### config.mk
export PLATFORM = sky130hd
export DESIGN_NAME = text_reader
export DESIGN_NICKNAME = d
export VERILOG_FILES = /design/src/rtl/text_reader.sv
export SDC_FILE = /design/constraint.sdc
export NUM_CORES = 1
export LEC_CHECK = 0
export BUFFER_PORTS_ARGS = -buffer_cell sky130_fd_sc_hd__buf_4
export CAP_MARGIN = 10
export CORE_MARGIN = 5
export CORE_UTILIZATION = 52
export CTS_CLUSTER_SIZE = 16
export DETAILED_ROUTE_END_ITERATION = 10
export GPL_ROUTABILITY_DRIVEN = 0
export HOLD_SLACK_MARGIN = 0.12
export PLACE_DENSITY = 0.79
export SYNTH_ARGS = -nofsm -noshare
export SYNTH_HDL_FRONTEND = slang
export SYNTH_SLANG_ARGS = --single-unit
### constraint.sdc
create_clock -name clk -period 2.7 [get_ports clk]
set_input_delay 0.54 -clock clk [delete_from_list [all_inputs] [get_ports clk]]
set_output_delay 0.54 -clock clk [all_outputs]
set_load 0.01 [all_outputs]
### src/rtl/text_reader.sv
// text_reader: read side of the COLS x ROWS text buffer.
// Converts the sync generator's pixel position into a cell address, fetches
// each cell once when the beam enters it, and returns the character code
// aligned with delayed sync, blanking and glyph offsets.
// Total latency from pixel inputs to every output is 2 + MEM_LAT cycles.
// Optional feature: define CURSOR_EN to add a blinking cursor overlay
// (cursor_addr input, cursor_on output, 5-bit vsync frame counter).
module text_reader #(
  parameter int COLS    = 40,
  parameter int ROWS    = 15,
  parameter int CELL_W  = 16,
  parameter int CELL_H  = 32,
  parameter int MEM_LAT = 1,
  parameter int AW      = 10,
  parameter int DW      = 10
) (
  input  logic                        clk,
  input  logic                        rst,
  input  logic [9:0]                  pixel_x,
  input  logic [9:0]                  pixel_y,
  input  logic                        video_on,
  input  logic                        hsync_in,
  input  logic                        vsync_in,
  output logic [AW-1:0]               address,
  output logic                        rd_en,
  input  logic [DW-1:0]               rd_data_mem,
  output logic [DW-1:0]               char_code,
  output logic                        char_valid,
  output logic [$clog2(CELL_W)-1:0]   glyph_x,
  output logic [$clog2(CELL_H)-1:0]   glyph_y,
  output logic                        video_on_o,
  output logic                        hsync_o,
`ifdef CURSOR_EN
  input  logic [AW-1:0]               cursor_addr,
  output logic                        cursor_on,
`endif
  output logic                        vsync_o
);

  localparam int GXW = $clog2(CELL_W);
  localparam int GYW = $clog2(CELL_H);

  // Per-pixel sideband that travels with the fetch through the memory latency.
  typedef struct packed {
    logic           in_grid;
    logic           rd;
`ifdef CURSOR_EN
    logic [AW-1:0]  addr;
`endif
    logic           vid;
    logic           hs;
    logic           vs;
    logic [GXW-1:0] gx;
    logic [GYW-1:0] gy;
  } side_t;

  // Idle sideband: blanked, outside the grid, syncs inactive (high).
  function automatic side_t side_idle();
    side_t s;
    s    = '0;
    s.hs = 1'b1;
    s.vs = 1'b1;
    return s;
  endfunction

  // S0: cell coordinates of the incoming pixel
  logic [9:0]    col_s0;
  logic [9:0]    row_s0;
  logic          in_grid_s0;
  logic [AW-1:0] cell_s0;

  assign col_s0     = pixel_x >> GXW;
  assign row_s0     = pixel_y >> GYW;
  assign in_grid_s0 = video_on && (32'(col_s0) < COLS) && (32'(row_s0) < ROWS);
  assign cell_s0    = AW'(col_s0) + AW'(row_s0) * AW'(COLS);

  // S1 (p0): read request plus the registered sideband of the same pixel
  logic           in_grid_p0;
  logic           vid_p0;
  logic           hs_p0;
  logic           vs_p0;
  logic [GXW-1:0] gx_p0;
  logic [GYW-1:0] gy_p0;
  logic           trk_vld_p0;

  // Address register doubles as the last-fetched-cell tracker; trk_vld_p0
  // says whether it still describes the cell under the beam.
  always_ff @(posedge clk or negedge rst) begin
    if (!rst) begin
      address    <= '0;
      rd_en      <= 1'b0;
      trk_vld_p0 <= 1'b0;
      in_grid_p0 <= 1'b0;
      vid_p0     <= 1'b0;
      hs_p0      <= 1'b1;
      vs_p0      <= 1'b1;
      gx_p0      <= '0;
      gy_p0      <= '0;
    end else begin
      in_grid_p0 <= in_grid_s0;
      vid_p0     <= video_on;
      hs_p0      <= hsync_in;
      vs_p0      <= vsync_in;
      gx_p0      <= pixel_x[GXW-1:0];
      gy_p0      <= pixel_y[GYW-1:0];
      if (in_grid_s0) begin
        rd_en      <= !trk_vld_p0 || (cell_s0 != address);
        address    <= cell_s0;
        trk_vld_p0 <= 1'b1;
      end else begin
        rd_en      <= 1'b0;
        trk_vld_p0 <= 1'b0;
      end
    end
  end

  side_t s_p0;

  // Bundle the p0 registers so the delay line stays a single array.
  always_comb begin
    s_p0         = '0;
    s_p0.in_grid = in_grid_p0;
    s_p0.rd      = rd_en;
`ifdef CURSOR_EN
    s_p0.addr    = address;
`endif
    s_p0.vid     = vid_p0;
    s_p0.hs      = hs_p0;
    s_p0.vs      = vs_p0;
    s_p0.gx      = gx_p0;
    s_p0.gy      = gy_p0;
  end

  // p1..pN: sideband delay matching the buffer read latency
  side_t s_pn [1:MEM_LAT];
  side_t s_last;

  // Shift the sideband so stage MEM_LAT lines up with rd_data_mem.
  always_ff @(posedge clk or negedge rst) begin
    if (!rst) begin
      for (int k = 1; k <= MEM_LAT; k++) s_pn[k] <= side_idle();
    end else begin
      s_pn[1] <= s_p0;
      for (int k = 2; k <= MEM_LAT; k++) s_pn[k] <= s_pn[k-1];
    end
  end

  assign s_last = s_pn[MEM_LAT];

  // Output stage: capture fresh data on a fetch, otherwise reuse the held code
  logic [DW-1:0] char_q;
  logic [DW-1:0] char_now;

  assign char_now = s_last.rd ? rd_data_mem : char_q;

  // Register every output together so they stay mutually aligned.
  always_ff @(posedge clk or negedge rst) begin
    if (!rst) begin
      char_q     <= '0;
      char_code  <= '0;
      char_valid <= 1'b0;
      glyph_x    <= '0;
      glyph_y    <= '0;
      video_on_o <= 1'b0;
      hsync_o    <= 1'b1;
      vsync_o    <= 1'b1;
    end else begin
      char_q     <= char_now;
      char_code  <= s_last.in_grid ? char_now : '0;
      char_valid <= s_last.in_grid;
      glyph_x    <= s_last.gx;
      glyph_y    <= s_last.gy;
      video_on_o <= s_last.vid;
      hsync_o    <= s_last.hs;
      vsync_o    <= s_last.vs;
    end
  end

`ifdef CURSOR_EN
  logic       vs_q;
  logic [4:0] frame_cnt;

  // Count frames on vsync falling edges; bit 4 gates the 16-on/16-off blink.
  always_ff @(posedge clk or negedge rst) begin
    if (!rst) begin
      vs_q      <= 1'b1;
      frame_cnt <= '0;
    end else begin
      vs_q <= vsync_in;
      if (vs_q && !vsync_in) frame_cnt <= frame_cnt + 5'd1;
    end
  end

  // Cursor flag registered alongside char_code.
  always_ff @(posedge clk or negedge rst) begin
    if (!rst) begin
      cursor_on <= 1'b0;
    end else begin
      cursor_on <= s_last.in_grid && (s_last.addr == cursor_addr) && !frame_cnt[4];
    end
  end
`endif

endmodule
Yosys cells after proc, flatten, opt, wreduce, memory -nomap -nowiden. Index checks and enable logic that the tools add are counted.

Output and inout bits: 34. Register bits after elaboration: 72. Word-level logic and storage cells: 37. Bits of input ports: 35.

Multiply operators: 1. Order comparisons: 2. Muxes and demuxes: 4. Eq/ne operators: 1. Reductions and logical operators: 4. Add/sub/neg operators: 1.

Operators with widths (number): $mux 10 (2); $add 6x10->10 (1); $ne 10x10->1 (1); $mul 5x3->7 const B (1); $lt 6x6->1 const B (1); $lt 5x4->1 const B (1); $logic_and 1x1->1 (2); $mux 1 (2); $logic_not 1->1 (1); $logic_or 1x1->1 (1).

Logic depth before layout (Yosys ltp). Gate-level depths: netlist of run 1.

Depth after elaboration: 5. Gate-level depth with buffers: 9.

Worst setup path after synthesis of run 1. Ideal clock, no wire load.

Path type: input to register. From: input pixel_y[6]. To: register rd_en. Stages: 9. Path slack: 0.176 ns. Library setup time: 0.138 ns. Data arrival time: 2.386 ns. Required time: 2.562 ns. Cells stage by stage: ha_1 -> ha_1 -> inv_1 -> fa_1 -> nand2b_1 -> nor3b_1 -> xnor3_1 -> xnor2_1 -> a31oi_1.

Longest elaborated chain between the ends: 5. Elaborated cells between the ends (all ways): 7. Classes of those cells: add/sub: 1; mul: 1; order compare: 1; eq/ne: 1; mux: 1; reduce/logical: 2.

Ends and longest elaborated chain: start, declared (RTL line 20) `input logic [9:0] pixel_y,`; $mul 5x3->7 (RTL line 75) `assign cell_s0 = AW'(col_s0) + AW'(row_s0) * AW'(COLS);`; $add 6x10->10 (RTL line 75); $ne 10x10->1 (RTL line 107) `rd_en <= !trk_vld_p0 || (cell_s0 != address);`; $logic_or 1x1->1 (RTL line 107); $mux 1 * (RTL line 106) `if (in_grid_s0) begin`; end signal, assigned (RTL line 107); end, declared (RTL line 25) `output logic rd_en,`.

Mark *: on every way between the ends. The rest lies on a longest branch, timed or not. A chain may end at the register's enable or synchronous reset.

Worst setup path in the final report of run 1. Ends and elaborated chain as after synthesis.

==> flow_summary_export.csv, run 1 <==
group,metric,value,unit
clocking,cts_max_level,3,
placed_design,port-buffer-count,68,
clocking,cts.sinks,71,
layout,drive_above_1_share,43.1,%
setup_path,cp_common_cell,"ha_1",
layout,final_cell_mix,"72 x buf_4, 65 x dfrtp_1, 15 x mux2_2",
pwr,power_frac_comb,18.5,%
yosys,syn-num-nets,214,
layout,design_area,0.00336,mm²
layout,layout_commonest_cell,"buf_4",
setup_path,cp.arrival,2.66,ns
timing,fin_crit_sh,89.3,%
setup_path,cp_slowest_cell,"fa_1",
yosys,synthFlopType,"dfrtp_1",
die,dieArea,0.00649,mm²
pwr,power.internal,1760,µW
route,routedWlPerCell,13.9,µm
clocking,cts.clk_slew.worst_paths,0.08,ns
route,drt_pre_antenna_iters,4,
clocking,cts_tree,"done",
timing,skew,0.0115,ns
setup_path,crit_chain,"buf_4, ha_1, ha_1, inv_1, fa_1, nand2b_1, nor3b_1, xnor3_1, xnor2_1, a31oi_1",
yosys,async_flop_share,100,%
pwr,power.switching,636,µW
setup_path,critical-path-max-stage-delay,0.45,ns
hold_path,hold_class,"in -> reg",
route,wl_met1,1900,µm
yosys,ys_warn_count,0,
setup_path,path_delay_family,"adder cells",
route,wirelength,4430,µm
route,num_vias,1525,
layout,fin_nets,294,
route,route.met2.wl,2220,µm
job,maxCapViolations,0,
run_status,status,"finished, final reports clean",
setup_path,crit_path_start_kind,"input port",
placed_design,placed_area,0.00319,mm²
route,dr_wl_met3,295,µm
yosys,syn_area,0.00259,mm²
yosys,ys_types,35,
pwr,peakVddDrop,394,µV
pwr,p_seq_share,51.9,%
setup_path,cp.required,2.95,ns
yosys,synth_edf_count,0,
pwr,power,2390,µW
clocking,cts.path.max_buffers,2,
setup_path,end_kind,"flop",
global_routing,grt_max_degree,72,
yosys,syn-mean-instance-area,15.4,µm²
clocking,numCtsBuffers,9,
die,num_rows,25,
timing,fmax,415,MHz
route,drc_errors,0,
route,antenna_left,0,
die,die_width,80.6,µm
timing,hold_slack,0.301,ns
setup_path,crit_path_max_fanout,5,
layout,fin_cells,320,
clocking,cts_setup_buffers,0,
clocking,ctsHoldBuffers,0,
timing,timing.final.crit_period,2.41,ns
die,start_util,54.1,%
timing,timing.setup.tns,0,ns
clocking,root_buffer,"clkbuf_8",
timing,slew-limit-headroom,45.4,%
die,core_area,0.00479,mm²
yosys,ys_seq_elements,71,
die,io_pins,69,
placed_design,hpwl,3310,µm
clocking,postCtsResizedCells,0,
layout,antennaDiodeCount,0,
placed_design,dp_cells,304,
setup_path,setup.worst_path.class,"in -> reg",
layout,syn2layout_area_growth,29.7,%
global_routing,antenna_found_initial,0,
die,fp.dieH,80.6,µm
global_routing,grt.overflow.total,0,
pwr,clkPwrFrac,29.6,%
clocking,clock_latency,0.34,ns
timing,tightestPinTransition,0.819,ns
yosys,postSynthCellCount,168,
setup_path,cp.buffers_inverters,2,
route,drt_iter0_drc,60,
pwr,power_leakage,0.00164,µW
timing,rsz0062_at_grt,"false",
pwr,p_per_area,712,mW/mm²
global_routing,grt_usage,15.9,%
route,via_per_inst,4.77,
pwr,sw_frac_of_total,26.6,%
timing,hold_viol,0,
global_routing,grt_pass1_vias,1587,
yosys,ys_seq_area_share,68.9,%
timing,slew_violations,0,
route,highest_layer,"met4",
global_routing,grt_pass1_wl,7620,µm
timing,setup_viol,0,
[power groups by stage]
| stage | clock, µW | combinational (µW) | sequential [µW] |
|---|---|---|---|
| final | 708 | 444 | 1240 |
| after global routing | 787 | 494 | 1260 |
| after CTS | 732 | 453 | 1240 |
| after detailed placement | 0 | 451 | 1260 |
| after global placement | 0 | 443 | 1260 |
| after floorplan | 0 | 226 | 1280 |
[metal layers]
layer,GRT usage [%],up-vias
li1,-,727
met3,4.48,3
met2,25.3,49
met5,0,-
met4,7.60,0
met1,20.1,746
[worst reg2reg max path: stages, from the launching register on]
cell and delay, ns:
dfrtp_1 0.40, xor2_1 0.16, nor4_1 0.30, nand3_1 0.13, nor3_1 0.18, a31oi_1 0.11
[layout make-up]
class | instances | area, µm²
clock buffers | 11 | 131
well taps | 67 | 83.8
fillers | 358 | 1420
flip-flops and latches | 71 | 1780
inverters | 4 | 15.0
repair buffers | 72 | 541
multi-input cells | 90 | 771
clock inverters | 5 | 36.3
[metrics by stage]
| stage | worst slack [ns] | utilization (%) |
|---|---|---|
| 2_1_floorplan | 0.176 | - |
| 3_3_place_gp | -0.000927 | 66.7 |
| 3_5_place_dp | -0.0668 | 66.7 |
| 4_1_cts | 0.300 | 70.2 |
| 5_1_grt | 0.167 | 70.2 |
| 6_report | 0.289 | 70.2 |
[state kept, by name, summed over array words and instances (netlist names), 4 cells and up]
register   cells
glyph_x        4
address       10
gy_p0          5
glyph_y        5
char_code     10
gx_p0          4
s_last        14
char_q        10
[kinds of logic (layout without fill, tap and decap cells)]
| logic type | after synthesis | after routing | synth area share [%] |
|---|---|---|---|
| compound gates | 16 | 16 | 4.20 |
| xor+xnor | 14 | 14 | 5.55 |
| fa+ha+maj | 11 | 11 | 5.89 |
| buf+inv | 7 | 92 | 1.40 |
| flops | 71 | 71 | 68.9 |
| mux | 16 | 16 | 6.95 |
| simple gates | 33 | 33 | 7.15 |
[final timing paths]
kind | from | end | slack (ns) | depth (start not counted)
hold reg to reg | s_last[8] | glyph_x[3] | 0.35 | 0
max in group asynchronous | rst | gx_p0[3] | 1.86 | 1
min in group asynchronous | rst | glyph_x[2] | 0.31 | 1
setup / recovery | pixel_y[6] | rd_en | 0.29 | 10
setup reg to reg | address[3] | rd_en | 1.28 | 5
hold / removal | pixel_y[3] | gy_p0[3] | 0.30 | 1
[synthesized netlist by cell type (all sizes together) (2+ instances only)]
library cell,instances,share of area (%)
nor2b,3,0.72
nand2,8,1.2
a21o,3,0.87
dfrtp,65,63
and2,10,2.4
xnor2,4,1.6
buf,3,0.82
inv,4,0.58
dfstp,6,6.1
xor2,9,3.0
fa,2,1.5
ha,9,4.3
o21ai,5,0.97
a221oi,2,0.92
a21oi,3,0.58
nand2b,2,0.48
nand3,2,0.39
mux2,16,7.0
No activity file was read; power rests on OpenSTA's default activity.
==> run 2, diff against run 1 <==
Settings changed: ABC_AREA set to 1, PLACE_DENSITY 0.79 to 0.78.
==> run 2 against run 1 <==
Sequential share of layout area shrank 2.1 points. Global-route usage is 1.3 points higher. Utilization decreased by 1.3 points. Routed wire length rose by 19%. Die area up 3.8%. Combinational power shrank 6.8%. Critical path type unchanged. Synthesized area up 4.3%. Final area is 4.1% higher. Synthesized cell count is 52% higher. Clock power increased by 19%. Cell count grew 28%. Clock-buffer cell count did not move.
==> flow_summary_export.csv, run 2 <==
group,metric,value,unit
placed_design,port-buffer-count,68,
setup_path,r2r_slack,1.43,ns
die,fp.dieH,82.1,µm
die,num_rows,26,
yosys,synth_edf_count,0,
setup_path,r2r_cells,3,
route,drc_errors,0,
setup_path,r2r_end,"char_code[5]",
clocking,cts.sinks,71,
global_routing,grt_pass1_wl,8630,µm
clocking,cts_tree,"done",
route,antenna_left,0,
global_routing,grt_pass1_vias,1879,
yosys,synth_top_area_share,60.2,%
yosys,ys_warn_count,0,
pwr,peakVddDrop,260,µV
clocking,cts_setup_buffers,0,
route,wirelength,5270,µm
yosys,synthTopCellsByArea,"dfrtp_1 60%, nand2_1 11%, dfstp_2 5.8%",
yosys,postSynthCellCount,256,
yosys,ys_seq_area_share,66.0,%
route,via_per_inst,4.76,
pwr,p_per_area,707,mW/mm²
yosys,synth_top_family_by_area,"simple AND/OR/NAND/NOR gates",
die,core_area,0.00507,mm²
global_routing,grt_max_degree,72,
timing,timing.setup.tns,0,ns
route,drt_pre_antenna_iters,4,
timing,slew-limit-headroom,43.8,%
global_routing,antenna_found_initial,0,
timing,tightestPinTransition,0.844,ns
setup_path,end_kind,"flop",
clocking,cts_max_level,3,
global_routing,grt_usage,17.2,%
die,dieArea,0.00674,mm²
yosys,syn_area,0.00270,mm²
layout,largest_register_ffs,14,
timing,fin_crit_sh,82.4,%
route,drt_iter0_drc,93,
timing,slew_violations,0,
timing,timing.final.crit_period,2.22,ns
setup_path,cp.arrival,2.45,ns
yosys,yosysTopAreaCell,"dfrtp_1",
setup_path,setup.worst_path.class,"in -> reg",
yosys,async_flop_share,100,%
timing,rsz0062_at_grt,"false",
setup_path,crit_path_start_kind,"input port",
route,routedWlPerCell,12.9,µm
timing,hold_slack,0.313,ns
clocking,cts.path.max_buffers,2,
clocking,numCtsBuffers,9,
layout,fin_nets,379,
job,maxCapViolations,0,
global_routing,grt.overflow.total,0,
placed_design,hpwl,3860,µm
setup_path,r2r_start,"s_last[12]",
run_status,status,"finished, final reports clean",
pwr,power_leakage,0.00185,µW
layout,layout_commonest_cell,"nand2_1",
timing,hold_viol,0,
yosys,ys_seq_elements,71,
layout,syn2layout_area_growth,29.5,%
layout,antennaDiodeCount,0,
yosys,syn-mean-instance-area,10.6,µm²
yosys,yosys-top-cells-count,"81 x nand2_1, 65 x dfrtp_1, 24 x inv_1",
clocking,ctsHoldBuffers,0,
timing,setup_viol,0,
clocking,postCtsResizedCells,0,
yosys,ys_types,23,
yosys,synthXorXnorAreaFrac,0,%
setup_path,crit_path_max_fanout,4,
yosys,synthSimpleGateAreaFrac,19.8,%
die,start_util,53.3,%
route,num_vias,1941,
die,die_width,82.1,µm
setup_path,cp.required,2.93,ns
yosys,synth_fa_ha_area_share,5.65,%
clocking,clock_latency,0.33,ns
timing,fmax,450,MHz
hold_path,hold_class,"in -> async",
pwr,power,2480,µW
timing,skew,0.00484,ns
yosys,muxShareOfSynthArea,0,%
layout,drive_above_1_share,29.0,%
yosys,syn-num-nets,302,
clocking,cts.clk_slew.worst_paths,0.07,ns
layout,final_cell_mix,"81 x nand2_1, 68 x buf_4, 65 x dfrtp_1",
yosys,synthFlopType,"dfrtp_1",
yosys,synth_compound_area_share,4.49,%
die,io_pins,69,
clocking,root_buffer,"clkbuf_8",
layout,n_fill_cell,399,
yosys,yosysMostFrequentCell,"nand2_1",
run 2: cell count changes after synthesis, moves of 5 or more:
cell | previous run | this run
nand3_1 | 2 | 20
inv_1 | 4 | 24
a21oi_1 | 3 | 12
mux2_2 | 15 | 0
nor2_1 | 1 | 6
o21ai_0 | 1 | 6
and2_1 | 10 | 0
nand2_1 | 8 | 81
xor2_1 | 9 | 0
run 2: cell families after synthesis:
family,after synthesis
compound gates,24
fa+ha+maj,11
buf+inv,29
flops,71
simple gates,121
run 2: worst max path at each step:
stage	slack, ns	start	endpoint
6_report	0.48	pixel_y[6]	rd_en
5_1_grt	0.33	pixel_y[6]	rd_en
4_1_cts	0.49	pixel_y[6]	rd_en
3_5_place_dp	0.13	pixel_y[6]	rd_en
3_3_place_gp	0.22	pixel_y[6]	rd_en
2_1_floorplan	0.42	pixel_y[6]	rd_en
run 2: cell type report:
type	instances	area [µm²]	area share, %
Sequential cell	71	1780	51.0
Multi-Input combinational cell	156	810	23.1
Timing Repair Buffer	68	510	14.6
Clock buffer	11	151	4.32
Inverter	27	101	2.89
Tap cell	70	87.6	2.50
Clock inverter	5	56.3	1.61
run 2: report_power, final:
group / internal (µW) / total, µW / switching, µW
combinational: 186 / 414 / 228
clock: 475 / 843 / 368
sequential: 1160 / 1220 / 54.8
run 2: per-stage QoR:
step	cell area, µm²	utilization, %	worst slack (ns)	instances
global placement	3290	64.9	0.215	392
global route	3500	69.0	0.327	408
floorplan	2700	-	0.417	256
CTS	3500	69.0	0.486	408
finish	3500	69.0	0.476	408
detailed placement	3290	64.9	0.126	392
run 2: layer usage:
layer	wire length (µm)	vias up	track usage, %
met2	2510	57	26.9
met5	0	-	0
met4	25	0	6.48
met1	2360	906	22.5
met3	376	2	5.64
li1	-	976	-
run 2: worst max-delay path, stage by stage:
cell and delay [ns]:
buf_4 0.13, ha_1 0.29, ha_1 0.23, inv_1 0.07, fa_1 0.45, nor2_2 0.14
nand4_1 0.15, nand3_1 0.13, nand3_1 0.08, nand2_1 0.07, nand3_1 0.07, nand2_1 0.06
inv_1 0.04
==> run 3, diff against run 2 <==
Settings changed: CORE_UTILIZATION 52 to 47, PLACE_DENSITY 0.78 to 0.75.
Clock period 2.7 ns to 1.85 ns, I/O delays scaled along.
==> run 3 against run 2 <==
Routed wire length is 6.7% higher. Cell count is 4.2% higher. Register-to-register slack worse by 0.93 ns. Die area is 9.3% higher. Sequential share of layout area is 2.9 points lower. Worst hold slack worse by 0.18 ns. Non-clock buffer count is 15 higher. Critical endpoint unchanged.
==> flow_summary_export.csv, run 3 (synthesized netlist as in run 2, its figures left out) <==
group,metric,value,unit
run_status,status,"finished, final reports clean",
layout,layout_commonest_cell,"nand2_1",
timing,tightestPinTransition,0.405,ns
pwr,power.internal,2860,µW
setup_path,end_kind,"flop",
clocking,clock_latency,0.34,ns
placed_design,port-buffer-count,68,
route,num_vias,2020,
route,drt_iter0_drc,54,
pwr,p_seq_share,46.0,%
route,drt_pre_antenna_iters,4,
die,num_rows,27,
layout,largest_register_ffs,14,
clocking,root_buffer,"clkbuf_8",
global_routing,antenna_found_initial,0,
clocking,cts_max_level,3,
setup_path,cp.arrival,2.04,ns
die,start_util,48.8,%
clocking,numCtsBuffers,9,
setup_path,setup.worst_path.class,"in -> reg",
die,core_area,0.00554,mm²
timing,fin_ws,0.0323,ns
hold_path,hold_class,"in -> reg",
timing,fmax,550,MHz
clocking,cts.clk_slew.worst_paths,0.08,ns
global_routing,grt.overflow.total,0,
layout,drive_above_1_share,33.4,%
timing,skew,0.0132,ns
die,fp.dieH,85.8,µm
timing,slew_violations,0,
die,io_pins,69,
timing,timing.final.crit_period,1.82,ns
route,wirelength,5620,µm
setup_path,r2r_start,"s_last[12]",
timing,rsz0062_at_grt,"true",
setup_path,cp.required,2.08,ns
global_routing,grt_pass1_vias,2074,
timing,hold_slack,0.132,ns
clocking,cts.sinks,71,
layout,syn2layout_area_growth,37.2,%
pwr,power.switching,1010,µW
route,routedWlPerCell,13.2,µm
placed_design,hpwl,4140,µm
timing,hold_viol,0,
layout,fin_nets,394,
die,die_width,85.8,µm
route,drc_errors,0,
hold_path,hold_path_startpoint,"pixel_x[3]",
timing,fin_crit_sh,98.3,%
global_routing,grt_pass1_wl,9570,µm
pwr,p_per_area,1040,mW/mm²
pwr,peakVddDrop,490,µV
setup_path,crit_path_start_kind,"input port",
clocking,cts_tree,"done",
placed_design,dp_slack,-0.361,ns
pwr,power_frac_comb,17.2,%
route,via_per_inst,4.75,
layout,antennaDiodeCount,0,
layout,final_cell_mix,"81 x nand2_1, 79 x buf_4, 65 x dfrtp_1",
setup_path,crit_path_max_fanout,3,
global_routing,grt_max_degree,34,
global_routing,grt_usage,16.5,%
pwr,power_leakage,0.00195,µW
pwr,clkPwrFrac,36.7,%
clocking,cts_setup_buffers,0,
route,antenna_left,0,
pwr,sw_frac_of_total,26.1,%
setup_path,cp-startpoint,"pixel_y[8]",
clocking,cts.path.max_buffers,2,
timing,slew-limit-headroom,73.0,%
job,maxCapViolations,0,
timing,setup_viol,0,
die,dieArea,0.00737,mm²
[run 3: changes by cell type in the layout (fill, tap and decap cells not counted), moves of 2 or more]
cell,before,now
inv_6,0,2
buf_4,68,79
ha_4,0,3
ha_1,9,5
buf_6,0,2
[run 3: worst max-delay path, stage by stage]
cell and delay, ns:
buf_6 0.10, ha_4 0.26, ha_4 0.12, inv_2 0.03, fa_1 0.48, nor2_2 0.12
nand4_1 0.13, nand3_1 0.14, nand3_1 0.07, nand2_1 0.06, nand3_1 0.06, nand2_1 0.06
inv_1 0.03
[run 3: per-layer routing]
metal  GRT usage (%)  routed length, µm  share of wire (%)
met1            20.5               2360                 42
met2            28.0               2800                 50
met5               0                  0                  0
met4            6.47                109                1.9
met3            3.75                346                6.2
[run 3: what timing repair did]
item | CTS | global route
pin swaps | 1 | 0
hold buffers | 1 | 0
resized for setup | 0 | 4
endpoints found under the setup margin | 1 | 1
hold endpoints to repair | 26 | 0
[run 3: per-stage QoR]
step           TNS (ns)  util, %  instances  area [µm²]  power (µW)
3_3_place_gp     -0.691     62.1        408        3440        2440
2_1_floorplan    -0.143        -        256        2730        2130
5_1_grt         -0.0740     67.0        425        3710        4060
3_5_place_dp     -0.881     62.1        408        3440        2470
4_1_cts               0     66.6        425        3690        3890
6_report              0     67.0        425        3710        3870
[run 3: power groups by stage]
stage	registers (µW)	clock network (µW)	logic (µW)
global route	1800	1510	758
floorplan	1830	0	307
CTS	1780	1440	672
global placement	1800	0	641
finish	1780	1420	665
detailed placement	1810	0	663
[run 3: final timing paths]
kind	end	slack, ns	depth (start not counted)
min in group asynchronous	glyph_x[2]	0.51	2
max in group asynchronous	hsync_o	0.80	3
min	gx_p0[3]	0.13	1
max	rd_en	0.03	13
max reg2reg	char_code[3]	0.50	3
min reg2reg	s_last[11]	0.35	0
[run 3: cell type report]
cell class                      instances  area [µm²]
Clock buffer                           11         151
Clock inverter                          5        86.3
Fill cell                             419        1830
Inverter                               27         103
Multi-Input combinational cell        156         850
Sequential cell                        71        1780
Tap cell                               72        90.1
Timing Repair Buffer                   83         646
